==> config.mk <==
export PLATFORM = sky130hd
export DESIGN_NAME = button_conditioner
export DESIGN_NICKNAME = d
export VERILOG_FILES = /design/src/rtl/button_conditioner.sv
export SDC_FILE = /design/constraint.sdc
export NUM_CORES = 1
export LEC_CHECK = 0
export ABC_AREA = 1
export ABC_CLOCK_PERIOD_IN_PS = 1300
export BUFFER_PORTS_ARGS = -buffer_cell sky130_fd_sc_hd__buf_2
export CAP_MARGIN = 20
export CORE_MARGIN = 2
export CORE_UTILIZATION = 45
export CTS_BUF_LIST = sky130_fd_sc_hd__clkbuf_4
export CTS_CLUSTER_SIZE = 24
export DETAILED_ROUTE_END_ITERATION = 7
export SYNTH_ARGS = -nofsm -noshare
export SYNTH_HDL_FRONTEND = slang
export SYNTH_SLANG_ARGS = --single-unit
==> constraint.sdc <==
create_clock -name clk -period 1.3 [get_ports clk]
set_input_delay 0.26 -clock clk [delete_from_list [all_inputs] [get_ports clk]]
set_output_delay 0.26 -clock clk [all_outputs]
set_load 0.1 [all_outputs]
==> src/rtl/button_conditioner.sv <==
// button_conditioner: turns the raw run/stop and direction pushbuttons into
// clean control levels for the up/down counter stage.
// Each button has a 2-flop synchronizer, a stability-counter debounce FSM and
// a registered press pulse. By default each accepted press toggles its output.
// Build option BTN_HOLD_MODE_EN: enable follows the debounced run/stop level
// (count while held) instead of toggling; upDown always toggles.

// Debounce FSM states
//   state      | meaning
//   ST_LO      | button stably released
//   ST_WAIT_HI | s2 went high, counting stable-high cycles
//   ST_HI      | button stably pressed
//   ST_WAIT_LO | s2 went low, counting stable-low cycles
module btn_debounce #(
   parameter int DB_CNT   = 16,
   parameter int CNT_W    = 24,
   parameter bit HOLD     = 1'b0,
   parameter bit TOG_INIT = 1'b0
) (
   input  logic clk,
   input  logic rst,
   input  logic raw,
   output logic level,
   output logic press
);

   typedef enum logic [1:0] {
      ST_LO      = 2'd0,
      ST_WAIT_HI = 2'd1,
      ST_HI      = 2'd2,
      ST_WAIT_LO = 2'd3
   } state_t;

   localparam logic [CNT_W-1:0] CNT_TC  = CNT_W'(DB_CNT - 1);
   localparam logic [CNT_W-1:0] CNT_ONE = CNT_W'(1);

   state_t           state, state_nxt;
   logic             s1, s2;
   logic [CNT_W-1:0] cnt, cnt_nxt;
   logic             press_nxt;
   logic             stable_q, stable_nxt;
   logic             toggle_q;

   // Synchronizer, FSM state, counter and all registered outputs.
   always_ff @(posedge clk) begin
      if (rst) begin
         s1       <= 1'b0;
         s2       <= 1'b0;
         state    <= ST_LO;
         cnt      <= '0;
         press    <= 1'b0;
         stable_q <= 1'b0;
         toggle_q <= TOG_INIT;
      end else begin
         s1       <= raw;
         s2       <= s1;
         state    <= state_nxt;
         cnt      <= cnt_nxt;
         press    <= press_nxt;
         stable_q <= stable_nxt;
         toggle_q <= toggle_q ^ press_nxt;
      end
   end

   // Next state, stability counter and press detect; only press edges pulse.
   always_comb begin
      state_nxt = state;
      cnt_nxt   = cnt;
      press_nxt = 1'b0;
      case (state)
         ST_LO: begin
            if (s2) begin
               state_nxt = ST_WAIT_HI;
               cnt_nxt   = CNT_ONE;
            end else begin
               cnt_nxt   = '0;
            end
         end
         ST_WAIT_HI: begin
            if (!s2) begin
               state_nxt = ST_LO;
               cnt_nxt   = '0;
            end else if (cnt == CNT_TC) begin
               state_nxt = ST_HI;
               cnt_nxt   = '0;
               press_nxt = 1'b1;
            end else begin
               cnt_nxt   = cnt + CNT_ONE;
            end
         end
         ST_HI: begin
            if (!s2) begin
               state_nxt = ST_WAIT_LO;
               cnt_nxt   = CNT_ONE;
            end else begin
               cnt_nxt   = '0;
            end
         end
         ST_WAIT_LO: begin
            if (s2) begin
               state_nxt = ST_HI;
               cnt_nxt   = '0;
            end else if (cnt == CNT_TC) begin
               state_nxt = ST_LO;
               cnt_nxt   = '0;
            end else begin
               cnt_nxt   = cnt + CNT_ONE;
            end
         end
         default: begin
            state_nxt = ST_LO;
            cnt_nxt   = '0;
         end
      endcase
      stable_nxt = (state_nxt == ST_HI) || (state_nxt == ST_WAIT_LO);
   end

   // Both candidates are flops, so the selected level is glitch-free.
   assign level = HOLD ? stable_q : toggle_q;

endmodule

module button_conditioner #(
   parameter int DB_CNT = 16,
   parameter int CNT_W  = 24
) (
   input  logic clk,
   input  logic rst,
   input  logic btnEnRaw,
   input  logic btnDirRaw,
   output logic enable,
   output logic upDown,
   output logic enPress,
   output logic dirPress
);

`ifdef BTN_HOLD_MODE_EN
   localparam bit EN_HOLD = 1'b1;
`else
   localparam bit EN_HOLD = 1'b0;
`endif

   btn_debounce #(
      .DB_CNT   (DB_CNT),
      .CNT_W    (CNT_W),
      .HOLD     (EN_HOLD),
      .TOG_INIT (1'b0)
   ) u_en (
      .clk   (clk),
      .rst   (rst),
      .raw   (btnEnRaw),
      .level (enable),
      .press (enPress)
   );

   // Direction resets to "up".
   btn_debounce #(
      .DB_CNT   (DB_CNT),
      .CNT_W    (CNT_W),
      .HOLD     (1'b0),
      .TOG_INIT (1'b1)
   ) u_dir (
      .clk   (clk),
      .rst   (rst),
      .raw   (btnDirRaw),
      .level (upDown),
      .press (dirPress)
   );

endmodule

Word-level counts from Yosys, hierarchy flattened
Index checks and enable logic that the tools add are counted.
- eq/ne operators: 16
- bitwise gates (word level): 2
- multiplexer cells: 32
- $add $sub $neg: 2
- reduce and logical (&&, ||, !) cells: 4
- operators by type and width (kind ; number):
    24-bit one-hot mux with 4 select lines ; 2
    24-bit 2-to-1 mux ; 6
    24-bit by 1-bit adder with 24-bit output, second input constant ; 2
    24-bit by 4-bit equality test with 1-bit output, second input constant ; 2
    2-bit 2-to-1 mux ; 12
    2-bit one-hot mux with 4 select lines ; 2
    1-bit 2-to-1 mux ; 10
    2-bit equality test, second input constant ; 4
    4-bit AND reduction ; 2
    3-bit by 1-bit != test with 1-bit output, second input constant ; 2
    3-bit != test, second input constant ; 2
    2-bit by 1-bit equality test with 1-bit output, second input constant ; 2
    2-bit zero test ; 2
    2-bit by 1-bit != test with 1-bit output, second input constant ; 2
    2-bit != test, second input constant ; 2
    1-bit bitwise XOR ; 2
- output and inout port bits: 4
- bits in registers: 60
- logic and storage cells: 68

Depth between registers and ports, before layout
Gate-level depths: netlist (run 1).
- depth after elaboration: 5
- mapped depth: 9
- gate-level depth less buffers: 9

By module
From an unflattened synthesis (run 1), not the netlist that was laid out.
- cells, all modules: 480
- area, all modules: 3245.6 µm²
- by module, submodules not included (module ; instances ; sequential area each (µm²) ; area each (µm²) ; cells each):
    btn_debounce (u_dir) ; 1 ; 600.6 ; 1675.4 ; 243
    btn_debounce (u_en) ; 1 ; 600.6 ; 1570.3 ; 237

Worst setup path after synthesis (run 1)
Ideal clock, no wire load.
- path type: register to register
- from: register u_dir.cnt[0]
- to: register u_dir.cnt[15]
- path slack: -110 ps
- clock period less this slack: 1410 ps
- data required time: 1184 ps
- cell stages (with the launch flop): 8
- arrival: 1295 ps
- library setup time: 116 ps
- path buffers: 1
- path through: dfxtp_1 ha_1 nand3_2 nor2_1 nand3_2 nand2_4 buf_6 nor2_1
- longest elaborated chain between the ends: 4
- ends and longest elaborated chain (item ; line ; RTL):
    from (decl) ; 39 ; logic [CNT_W-1:0] cnt, cnt_nxt;
    from (signal assigned) ; 58 ; cnt <= cnt_nxt;
    24-bit by 1-bit adder with 24-bit output / 24-bit by 4-bit equality test with 1-bit output (equally long branches) ; - ;
    24-bit 2-to-1 mux * ; 83, 103 ;
    24-bit 2-to-1 mux (on tied branches) ; 100, 80 ;
    24-bit one-hot mux with 4 select lines * ; 70 ; case (state)
Mark *: on every way between the ends. The rest lies on a longest branch, timed or not.
A chain may end at the register's enable or synchronous reset.

Final worst setup path (run 1)
- from: register u_en.cnt[1]
- to: register u_en.cnt[4]
- longest elaborated chain between the ends: 4
- ends and longest elaborated chain (item ; line):
    from (decl) ; 39
    from (signal assigned) ; 58
    24-bit by 1-bit adder with 24-bit output / 24-bit by 4-bit equality test with 1-bit output (equally long branches) ; -
    24-bit 2-to-1 mux * ; 83, 103
    24-bit 2-to-1 mux (on tied branches) ; 100, 80
    24-bit one-hot mux with 4 select lines * ; 70
Marks and branches as above.

==> results of run 1 <==
-- routing by layer --
metal | wire (um) | track usage | share of wire | vias to the layer above
met1 | 3583 | 0.2471 | 0.44 | 1491
met3 | 229 | 0.05317 | 0.028 | 15
li1 | - | - | - | 1708
met4 | 109 | 0.07438 | 0.013 | 0
met2 | 4215 | 0.3951 | 0.52 | 51
met5 | 0 | 0 | 0 | -
-- worst max path at each step --
stage | startpoint | endpoint | slack [ns] | depth (start not counted)
finish | u_en.cnt[1] | u_en.cnt[4] | -0.14 | 8
floorplan | u_en.cnt[0] | u_en.cnt[14] | -0.008 | 7
detailed placement | u_en.cnt[0] | u_en.cnt[22] | -0.10 | 8
global placement | u_dir.cnt[0] | u_dir.cnt[23] | -0.08 | 8
CTS | u_dir.cnt[0] | u_dir.cnt[21] | -0.11 | 8
global route | u_dir.cnt[0] | u_dir.cnt[14] | -0.21 | 8
-- cells in the final DEF (no fill, tap or decap), types with 2 or more instances in the layout --
| cell | Yosys | layout |
|---|---|---|
| nand2_1 | 110 | 96 |
| nor2_1 | 125 | 92 |
| buf_4 | 0 | 79 |
| inv_1 | 55 | 52 |
| dfxtp_1 | 60 | 42 |
| nor2_4 | 5 | 22 |
| nor2_2 | 6 | 22 |
| nand4_1 | 17 | 17 |
| nand2_2 | 6 | 16 |
| nand3_1 | 21 | 15 |
| xor2_1 | 15 | 13 |
| dfxtp_2 | 0 | 12 |
| clkbuf_4 | 0 | 11 |
| nand3_2 | 8 | 10 |
| nor3_2 | 3 | 9 |
| buf_6 | 2 | 8 |
| nor3_1 | 13 | 7 |
| inv_2 | 4 | 6 |
| dfxtp_4 | 0 | 6 |
| nand2_4 | 1 | 5 |
| a21oi_1 | 5 | 5 |
| buf_12 | 0 | 5 |
| nand3_4 | 0 | 4 |
| o21ai_0 | 4 | 3 |
| nor3b_2 | 0 | 3 |
| nor3b_1 | 6 | 3 |
| o21ai_2 | 1 | 3 |
| clkinv_1 | 0 | 3 |
| buf_2 | 2 | 3 |
| a31oi_1 | 2 | 2 |
| xor2_2 | 0 | 2 |
| ha_4 | 0 | 2 |
-- cell families (layout without fill, tap and decap cells) --
family                   Yosys count  after routing  share of synthesized area
adder cells (fa/ha/maj)            2              2                   0.007811
AND/OR/NAND/NOR                  323            323                     0.4617
flip-flops                        60             60                     0.3750
XOR/XNOR                          16             16                    0.04375
buffers and inverters             63            170                    0.07930
AO/OA/AOI/OAI                     17             17                    0.03242
-- final cells by class --
cell class	instances	area, um^2
fillers	578	2176
clock inverters	4	41.29
clock buffers	11	82.58
inverters	59	226.5
repair buffers	96	823.3
flip-flops and latches	60	1239
well taps	96	120.1
multi-input cells	358	2123
-- power breakdown --
group	leakage, nW	switching [mW]	internal [mW]	total [mW]
clock	0.0694	0.663	0.603	1.27
sequential	0.494	0.00617	1.83	1.84
combinational	1.31	0.0265	0.0287	0.0552
-- registers in the layout, summed over array words and instances (netlist names), named ones only --
| register | cells |
|---|---|
| u_dir.s1 | 1 |
| u_en.state | 1 |
| u_en.level | 1 |
| u_dir.state | 1 |
| u_en.press | 1 |
| u_en.s1 | 1 |
| u_en.s2 | 1 |
| u_dir.s2 | 1 |
| u_dir.level | 1 |
| u_en.cnt | 24 |
| u_dir.cnt | 24 |
| u_dir.press | 1 |
-- worst register-to-register path, stage by stage (launching register included) --
cell and delay [ns]:
dfxtp_4 0.38, ha_4 0.16, buf_12 0.10, nand3_4 0.07, nor2_4 0.11, nand3_2 0.10
nand2_4 0.18, clkbuf_16 0.20, nor2_2 0.04
-- metrics by stage --
stage	cell area [um^2]	total power, mW	hold slack (ns)
after floorplan	3233	1.913	0.3312
after global placement	3966	1.942	0.3923
after detailed placement	3966	1.943	0.3943
after CTS	4360	3.214	0.03643
after global routing	4656	3.273	0.03362
final	4656	3.160	0.05540
-- what timing repair did --
action	CTS	global route
hold buffers	0	0
gates cloned	0	1
setup endpoints to repair	53	58
pin swaps	28	39
setup buffers	9	6
gates resized for setup	59	66
==> impl_metrics.py, run 1 <==
metrics = {
    "status": {
        "outcome": "complete, but fails checks",
        "violations": "setup timing",
    },
    "yosys": {
        "synth_common_cells": "nor2_1 (125), nand2_1 (110), dfxtp_1 (60)",
        "yosysMostFrequentCell": "nor2_1",
        "synth_area_leaders": "dfxtp_1 (38%), nor2_1 (15%), nand2_1 (13%)",
        "seq_area_frac_synth": 0.3750,
        "synth-main-ff-cell": "dfxtp_1",
        "synth_fp_nets": 487,
        "async_flop_share": 0,
        "synth_edf_count": 0,
        "syn-cell-area_mm2": 0.003203,
        "synth_top_area_cell": "dfxtp_1",
        "synth_cell_types": 31,
        "syn_inst": 481,
        "synth_top_area_frac": 0.3750,
        "syn_avg_cell_area_um2": 6.659,
        "ys_warn_count": 0,
        "synth_seq_cells": 60,
    },
    "cells_and_area": {
        "instances_no_fill": 684,
        "area_growth_pct": 45.35,
        "drive_gt1_frac": 0.3980,
        "antenna_cells": 0,
        "fin_nets": 590,
        "post-route-util": 0.6815,
    },
    "clock_network": {
        "cts_buffer_depth": 2,
        "clkLatencyLatePin_ns": 0.40,
        "cts.sinks": 60,
        "cts-root-buf": "clkbuf_4",
        "htreeDepth": 3,
        "tritoncts": "yes",
        "cts_buffers": 9,
        "clkTransAtPathRegs_ns": 0.10,
    },
    "timing": {
        "finalHoldViolCount": 0,
        "tns_ns": -4.563,
        "worstMarginPinSlew_ns": 0.2575,
        "slew_viol_final": 0,
        "setup_viol": 53,
        "rsz0062_at_grt": "yes",
        "period_needed_ns": 1.437,
        "fin_crit_sh": 1.105,
        "max-slew-margin-rel": 0.8278,
        "skew_ns": 0.01406,
        "max_freq_mhz": 695.9,
        "worst_slack_ns": -0.1370,
    },
    "power": {
        "leakage_nw": 1.874,
        "ir_worst_vdd_mv": 0.6654,
        "power.density_mw_per_mm2": 678.8,
    },
    "critical_path": {
        "r2r_cells": 8,
        "rr_startpoint": "u_en.cnt[1]",
        "cp_top_family": "simple AND/OR/NAND/NOR gates",
        "worstSetupPathType": "reg2reg",
        "arrival_ns": 1.74,
        "slowest_delay_ns": 0.38,
        "ff2ff_setup_slack_ns": -0.14,
        "crit_path_start_kind": "register",
        "crit_chain": "ha_4, buf_12, nand3_4, nor2_4, nand3_2, nand2_4, clkbuf_16, nor2_2",
        "reg2reg_to": "u_en.cnt[4]",
        "end_kind": "register",
        "cp_max_fo": 6,
        "required_ns": 1.61,
        "path_buf_inv": 2,
        "slowest_stage": "dfxtp_4",
    },
    "routing": {
        "wire_per_inst_um": 11.90,
        "drc": 0,
        "drtAntennaViolNets": 0,
        "first_pass_iters": 6,
        "viasPerCell": 4.773,
        "wl_um": 8138,
        "drt-initial-drc-count": 134,
        "dr_total_vias": 3265,
    },
    "placed_design": {
        "routabilityCongestion": 0.8772,
        "io_buffer_count": 7,
        "dp_cells": 654,
        "place_ws_ns": -0.1025,
        "place_hpwl_um": 5713,
    },
    "floorplan": {
        "io_pins": 8,
        "initial_utilization": 0.4689,
        "core_area_mm2": 0.006832,
        "die-area_mm2": 0.007808,
        "die_h_um": 88.37,
        "die_w_um": 88.37,
        "num_rows": 30,
    },
    "hold_path": {
        "hp-class": "in2reg",
        "min_to": "u_dir.s1",
        "min_from": "btnDirRaw",
        "hold_depth": 3,
    },
    "grt": {
        "grt.total_usage": 0.2171,
        "first_global_vias": 3045,
        "antenna_found_initial": 0,
        "grt_first_pass_wirelength_um": 13220,
        "overflow": 0,
        "grt_max_degree": 13,
    },
    "run": {
        "drv_cap": 0,
    },
}
Note: power is estimated with default switching activity, not from simulation.
==> run 2: changes to the inputs <==
Settings changed: CORE_UTILIZATION 45 to 50, CTS_BUF_LIST sky130_fd_sc_hd__clkbuf_4 to sky130_fd_sc_hd__clkbuf_4 sky130_fd_sc_hd__clkbuf_8, PLACE_DENSITY from default to 0.69.
==> run 2 against run 1 <==
The flow still finishes with violations (setup timing). Non-clock buffer count is 4 lower. Core utilization increased by 4.3 points. Via count grew 1.3%. Die area fell by 9.5%. Clock-buffer cell count stayed put. Sequential share of layout area grew 0.67 points. Flip-flop and latch count unchanged. Combinational power is 0.7% lower. Largest power group unchanged.
==> impl_metrics.py, run 2 (synthesis results as in run 1) <==
metrics = {
    "routing": {
        "wire_per_inst_um": 12.95,
        "first_pass_iters": 4,
        "drtAntennaViolNets": 0,
        "wl_um": 8557,
        "drc": 0,
        "dr_total_vias": 3309,
        "drt-initial-drc-count": 183,
        "viasPerCell": 5.006,
    },
    "timing": {
        "worstMarginPinSlew_ns": 0.2661,
        "max_freq_mhz": 698.4,
        "finalHoldViolCount": 0,
        "max-slew-margin-rel": 0.8221,
        "fin_crit_sh": 1.101,
        "skew_ns": 0.01070,
        "rsz0062_at_grt": "yes",
        "worst_slack_ns": -0.1319,
        "setup_viol": 51,
        "period_needed_ns": 1.432,
        "slew_viol_final": 0,
    },
    "clock_network": {
        "tritoncts": "yes",
        "cts_buffer_depth": 2,
        "cts_buffers": 9,
        "htreeDepth": 3,
        "clkLatencyLatePin_ns": 0.34,
        "cts.sinks": 60,
        "cts-root-buf": "clkbuf_8",
        "clkTransAtPathRegs_ns": 0.07,
    },
    "status": {
        "violations": "setup timing",
        "outcome": "complete, but fails checks",
    },
    "critical_path": {
        "path_buf_inv": 0,
        "cpMostUsedCell": "nand3_2",
        "arrival_ns": 1.68,
        "end_kind": "register",
        "cp_top_family": "simple AND/OR/NAND/NOR gates",
        "slowest_delay_ns": 0.37,
        "worstSetupPathType": "reg2reg",
        "crit_chain": "ha_4, nand3_2, nor2_2, nand3_2, nand2_1, nor3b_1",
        "slowest_stage": "dfxtp_4",
        "crit_path_start_kind": "register",
        "cp_max_fo": 4,
        "required_ns": 1.54,
    },
    "cells_and_area": {
        "drive_gt1_frac": 0.3801,
        "largest_registers": "u_dir.cnt (24), u_en.cnt (24)",
        "stdcell_area_mm2": 0.004546,
        "final_cell_mix": "nor2_1 (101), nand2_1 (100), buf_4 (77)",
        "fin_nets": 586,
        "area_growth_pct": 41.91,
        "antenna_cells": 0,
        "final_common_cell": "nor2_1",
    },
    "grt": {
        "grt_first_pass_wirelength_um": 14010,
        "grt.total_usage": 0.2437,
        "antenna_found_initial": 0,
        "grt_max_degree": 14,
        "overflow": 0,
        "first_global_vias": 3231,
    },
    "placed_design": {
        "io_buffer_count": 7,
        "placed_cell_area_mm2": 0.003890,
        "routabilityCongestion": 0.9145,
        "place_hpwl_um": 5693,
    },
    "power": {
        "power.density_mw_per_mm2": 789.8,
        "ir_worst_vdd_mv": 0.8001,
        "leakage_nw": 1.909,
        "total_power_mw": 3.590,
    },
    "floorplan": {
        "num_rows": 29,
        "initial_utilization": 0.5103,
        "core_area_mm2": 0.006277,
        "die_h_um": 84.04,
        "die-area_mm2": 0.007063,
        "io_pins": 8,
        "die_w_um": 84.04,
    },
    "run": {
        "drv_cap": 0,
    },
    "hold_path": {
        "hp-class": "in2reg",
    },
}
[run 2: tightest hold or removal path: cells and delay by family]
kind | cells | cell delay, ns
buffers and inverters | 2 | 0.10
and+or+nand+nor | 1 | 0.06
[run 2: per-layer routing]
| metal | vias to the layer above | track usage | share of wire |
|---|---|---|---|
| li1 | 1699 | - | - |
| met4 | 0 | 0.07918 | 0.015 |
| met3 | 13 | 0.05045 | 0.044 |
| met5 | - | 0 | 0 |
| met2 | 69 | 0.4019 | 0.48 |
| met1 | 1528 | 0.3181 | 0.46 |
[run 2: final cells by class]
| type | count | area (um^2) |
|---|---|---|
| flip-flops and latches | 60 | 1240 |
| repair buffers | 92 | 777.0 |
| multi-input cells | 358 | 2011 |
| fillers | 473 | 1732 |
| clock inverters | 4 | 50.05 |
| clock buffers | 11 | 145.1 |
| well taps | 77 | 96.34 |
| inverters | 59 | 226.5 |
[run 2: worst paths after layout]
check | start | end | slack, ns | depth (start not counted)
worst min-delay path | btnDirRaw | u_dir.s1 | 0.12 | 3
worst max-delay path | u_dir.cnt[0] | u_dir.cnt[12] | -0.13 | 6
worst max register to register | u_dir.cnt[0] | u_dir.cnt[12] | -0.13 | 6
worst min register to register | u_dir.s1 | u_dir.s2 | 0.41 | 2
[run 2: per-stage QoR]
step | hold WS (ns) | util | std cells | setup WS (ns) | setup TNS, ns
2_1_floorplan | 0.3312 | - | 481 | -0.007516 | -0.03974
6_report | 0.1179 | 0.7241 | 661 | -0.1319 | -2.513
4_1_cts | 0.1092 | 0.6857 | 655 | -0.06712 | -0.8729
5_1_grt | 0.1128 | 0.7241 | 661 | -0.2076 | -6.541
3_5_place_dp | 0.4012 | 0.6197 | 628 | -0.1642 | -2.612
3_3_place_gp | 0.3922 | 0.6197 | 628 | -0.1138 | -1.497
[run 2: where the power goes]
| group | internal, mW | switching, mW |
|---|---|---|
| Combinational | 0.0291 | 0.0257 |
| Sequential | 1.84 | 0.00631 |
| Clock | 0.945 | 0.742 |
[run 2: timing repair]
action / 4_1_cts / 5_1_grt
resized for setup: 45 / 55
buffers inserted: 12 / 6
pin swaps: 21 / 28
cloned: 0 / 1
hold buffers: 0 / 0
setup endpoints to repair: 54 / 56
==> run 3: changes to the inputs <==
Settings changed: CELL_PAD_IN_SITES_DETAIL_PLACEMENT from default to 1, CELL_PAD_IN_SITES_GLOBAL_PLACEMENT from default to 1, CORE_UTILIZATION 50 to 42, HOLD_SLACK_MARGIN from default to 0.05, PLACE_DENSITY 0.69 to default, PLACE_DENSITY_LB_ADDON from default to 0.1, SETUP_SLACK_MARGIN from default to 0.05.
==> run 3 against run 2 <==
The run now fails in global routing (5_1_grt). Synthesized cell count stayed put. Synthesized area stayed put.
==> impl_metrics.py, run 3 <==
metrics = {
    "status": {
        "outcome": "stopped before the end",
        "last-stage-reached": "global routing (5_1_grt)",
        "stop_error": "[ERROR DPL-0033] detailed placement checks failed during check placement.",
    },
    "grt": {
        "antenna_found_initial": 0,
        "grt_max_degree": 12,
    },
    "clock_network": {
        "cts_buffer_depth": 2,
        "cts.hold.buffers_added": 0,
        "cts.sinks": 60,
        "htreeDepth": 3,
        "cts_buffers": 9,
        "cts-root-buf": "clkbuf_8",
    },
    "yosys": {
        "syn-cell-area_mm2": 0.003203,
        "yosysMostFrequentCell": "nor2_1",
        "syn_inst": 481,
        "synth_top_area_cell": "dfxtp_1",
        "synth_seq_cells": 60,
        "async_flop_share": 0,
        "synth_top_area_frac": 0.3750,
        "synth_edf_count": 0,
        "seq_area_frac_synth": 0.3750,
        "synth_area_leaders": "dfxtp_1 (38%), nor2_1 (15%), nand2_1 (13%)",
        "synth_common_cells": "nor2_1 (125), nand2_1 (110), dfxtp_1 (60)",
        "syn_avg_cell_area_um2": 6.659,
        "synth_fp_nets": 487,
        "ys_warn_count": 0,
        "synth_cell_types": 31,
        "synth-main-ff-cell": "dfxtp_1",
    },
    "timing": {
        "worstEpCategory": "register data pin",
        "grt_repair_worst_endpoint": "u_dir.cnt[22]$_SDFF_PP0_/D",
    },
    "floorplan": {
        "die_w_um": 91.33,
        "die_h_um": 91.33,
        "io_pins": 8,
        "num_rows": 31,
        "initial_utilization": 0.4369,
    },
    "placed_design": {
        "io_buffer_count": 7,
        "dp_cells": 663,
        "routabilityCongestion": 0.8503,
        "place_hpwl_um": 7533,
    },
}
## run 3: cell counts after synthesis
Identical to the previous run, type by type.
## run 3: through the flow
step	instance area, um^2	TNS, ns	hold slack, ns	worst slack (ns)
3_5_place_dp	4024	-4.759	0.4014	-0.1647
4_1_cts	4780	-5.133	0.1172	-0.1322
2_1_floorplan	3254	0	0.3312	0.01872
3_3_place_gp	4024	-1.422	0.4019	-0.09104
## run 3: logic make-up after synthesis
| kind of cell | synth area share |
|---|---|
| xor+xnor | 0.04375 |
| fa+ha+maj | 0.007811 |
| compound gates | 0.03242 |
| simple gates | 0.4617 |
| flops | 0.3750 |
| buf+inv | 0.07930 |
## run 3: repair_timing
| item | CTS |
|---|---|
| buffers inserted | 17 |
| pin swaps | 38 |
| resized for setup | 126 |
| cloned | 1 |
| endpoints found under the setup margin | 58 |
==> run 4: changes to the inputs <==
Settings changed: ABC_CLOCK_PERIOD_IN_PS 1300 to 1700, CELL_PAD_IN_SITES_DETAIL_PLACEMENT 1 to default, CELL_PAD_IN_SITES_GLOBAL_PLACEMENT 1 to default, CORE_UTILIZATION 42 to 35, CTS_BUF_LIST sky130_fd_sc_hd__clkbuf_4 sky130_fd_sc_hd__clkbuf_8 to default, CTS_CLUSTER_SIZE 24 to default, HOLD_SLACK_MARGIN 0.05 to default, PLACE_DENSITY_LB_ADDON 0.1 to 0.15, SETUP_SLACK_MARGIN 0.05 to default.
Clock period 1.3 ns to 1.7 ns, I/O delays scaled along.
==> run 4 against run 3 <==
The run now ends clean.
==> impl_metrics.py, run 4 (synthesis results as in run 1) <==
metrics = {
    "power": {
        "leakage_nw": 1.385,
        "pwr-share-comb": 0.010,
        "ir_worst_vdd_mv": 0.2817,
        "swShare": 0.2166,
        "p_sw_mw": 0.5503,
        "clkPwrFrac": 0.432,
        "power.density_mw_per_mm2": 704.5,
        "p_seq_frac": 0.558,
        "power.internal_mw": 1.990,
    },
    "clock_network": {
        "cts.hold.buffers_added": 0,
        "htreeDepth": 3,
        "cts_buffers": 9,
        "cts.sinks": 60,
        "tritoncts": "yes",
        "cts-root-buf": "clkbuf_8",
        "cts_buffer_depth": 2,
        "clkTransAtPathRegs_ns": 0.06,
        "clkLatencyLatePin_ns": 0.33,
    },
    "grt": {
        "antenna_found_initial": 0,
        "overflow": 0,
        "grt_first_pass_wirelength_um": 12100,
        "first_global_vias": 2636,
        "grt_max_degree": 12,
        "grt.total_usage": 0.1529,
    },
    "hold_path": {
        "hp-class": "in2reg",
    },
    "routing": {
        "drc": 0,
        "wl_um": 6948,
        "first_pass_iters": 5,
        "viasPerCell": 4.577,
        "wire_per_inst_um": 11.26,
        "drt-initial-drc-count": 149,
        "drtAntennaViolNets": 0,
        "dr_total_vias": 2824,
    },
    "timing": {
        "rsz0062_at_grt": "no",
        "period_needed_ns": 1.529,
        "max-slew-margin-rel": 0.6795,
        "tns_ns": 0,
        "setup_viol": 0,
        "max_freq_mhz": 653.9,
        "fin_crit_sh": 0.8995,
        "skew_ns": 0.007099,
        "slew_viol_final": 0,
        "finalHoldViolCount": 0,
        "worstMarginPinSlew_ns": 0.4841,
        "worst_hold_slack_ns": 0.2091,
    },
    "floorplan": {
        "core_area_mm2": 0.008806,
        "initial_utilization": 0.3637,
        "die_w_um": 99.67,
        "num_rows": 34,
        "die_h_um": 99.67,
        "io_pins": 8,
        "die-area_mm2": 0.009933,
    },
    "critical_path": {
        "end_kind": "register",
        "required_ns": 1.92,
        "crit_path_start_kind": "register",
        "cp_max_fo": 5,
        "worstSetupPathType": "reg2reg",
        "arrival_ns": 1.75,
        "slowest_delay_ns": 0.37,
        "crit_chain": "ha_2, nand3_2, nor2_2, nand3_2, nor2_2, nand2_1, nor2_1, nor2_1",
        "slowest_stage": "dfxtp_1",
    },
    "cells_and_area": {
        "drive_gt1_frac": 0.1395,
        "stdcell_area_mm2": 0.003606,
        "fin_nets": 510,
        "final_cell_mix": "nor2_1 (121), nand2_1 (110), dfxtp_1 (60)",
        "area_growth_pct": 12.58,
        "final_common_cell": "nor2_1",
        "antenna_cells": 0,
        "instances_no_fill": 617,
        "fill_cells": 921,
        "largest_registers": "u_dir.cnt (24), u_en.cnt (24)",
    },
    "run": {
        "drv_cap": 0,
    },
    "placed_design": {
        "placed_cell_area_mm2": 0.003421,
        "io_buffer_count": 7,
        "routabilityCongestion": 0.8719,
        "place_hpwl_um": 5314,
        "dp_cells": 601,
    },
    "status": {
        "outcome": "complete, no violations",
    },
}
## run 4: worst max-delay path: cells and delay by family, from the launching register on
| family | cells | cell delay (ns) |
|---|---|---|
| fa+ha+maj | 1 | 0.24 |
| flops | 1 | 0.37 |
| simple gates | 7 | 0.81 |
## run 4: what timing repair did
action,4_1_cts,5_1_grt
gates resized for setup,0,7
setup buffers,0,0
endpoints found under the setup margin,0,24
## run 4: worst paths after layout
| path | from | end | slack (ns) | depth (start not counted) |
|---|---|---|---|---|
| max reg2reg | u_dir.cnt[1] | u_dir.cnt[20] | 0.17 | 8 |
| min | btnEnRaw | u_en.s1 | 0.21 | 3 |
| min reg2reg | u_dir.s1 | u_dir.s2 | 0.40 | 2 |
| max | u_dir.cnt[1] | u_dir.cnt[20] | 0.17 | 8 |
## run 4: power by group through the flow
stage,Combinational [mW],Clock (mW),Sequential (mW)
floorplan,0.0138,0,1.45
global placement,0.0254,0,1.45
detailed placement,0.0257,0,1.45
CTS,0.0259,1.15,1.42
global route,0.0303,1.22,1.42
finish,0.0254,1.10,1.42
## run 4: area by class of cell
cell class,count,area (um^2),area share
multi-input combinational,358,1770,0.4910
clock inverter,2,10.01,0.002776
inverter,59,221.5,0.06142
tap,108,135.1,0.03747
clock buffer,14,152.6,0.04233
sequential,60,1201,0.3331
timing repair buffer,16,115.1,0.03192
## run 4: layer usage
| metal | part of all wire | track usage | wire length (um) | vias up |
|---|---|---|---|---|
| met5 | 0 | 0 | 0 | - |
| met1 | 0.54 | 0.2154 | 3724 | 1225 |
| met3 | 0.031 | 0.03162 | 215 | 6 |
| li1 | - | - | - | 1551 |
| met4 | 0.0086 | 0.06639 | 60 | 0 |
| met2 | 0.42 | 0.2256 | 2947 | 42 |
## run 4: metrics by stage
stage,util,worst slack (ns),total power [mW]
floorplan,-,0.2896,1.462
global placement,0.3885,0.09336,1.475
detailed placement,0.3885,0.1042,1.475
CTS,0.4069,0.08925,2.594
global route,0.4095,0.01978,2.671
finish,0.4095,0.1708,2.541
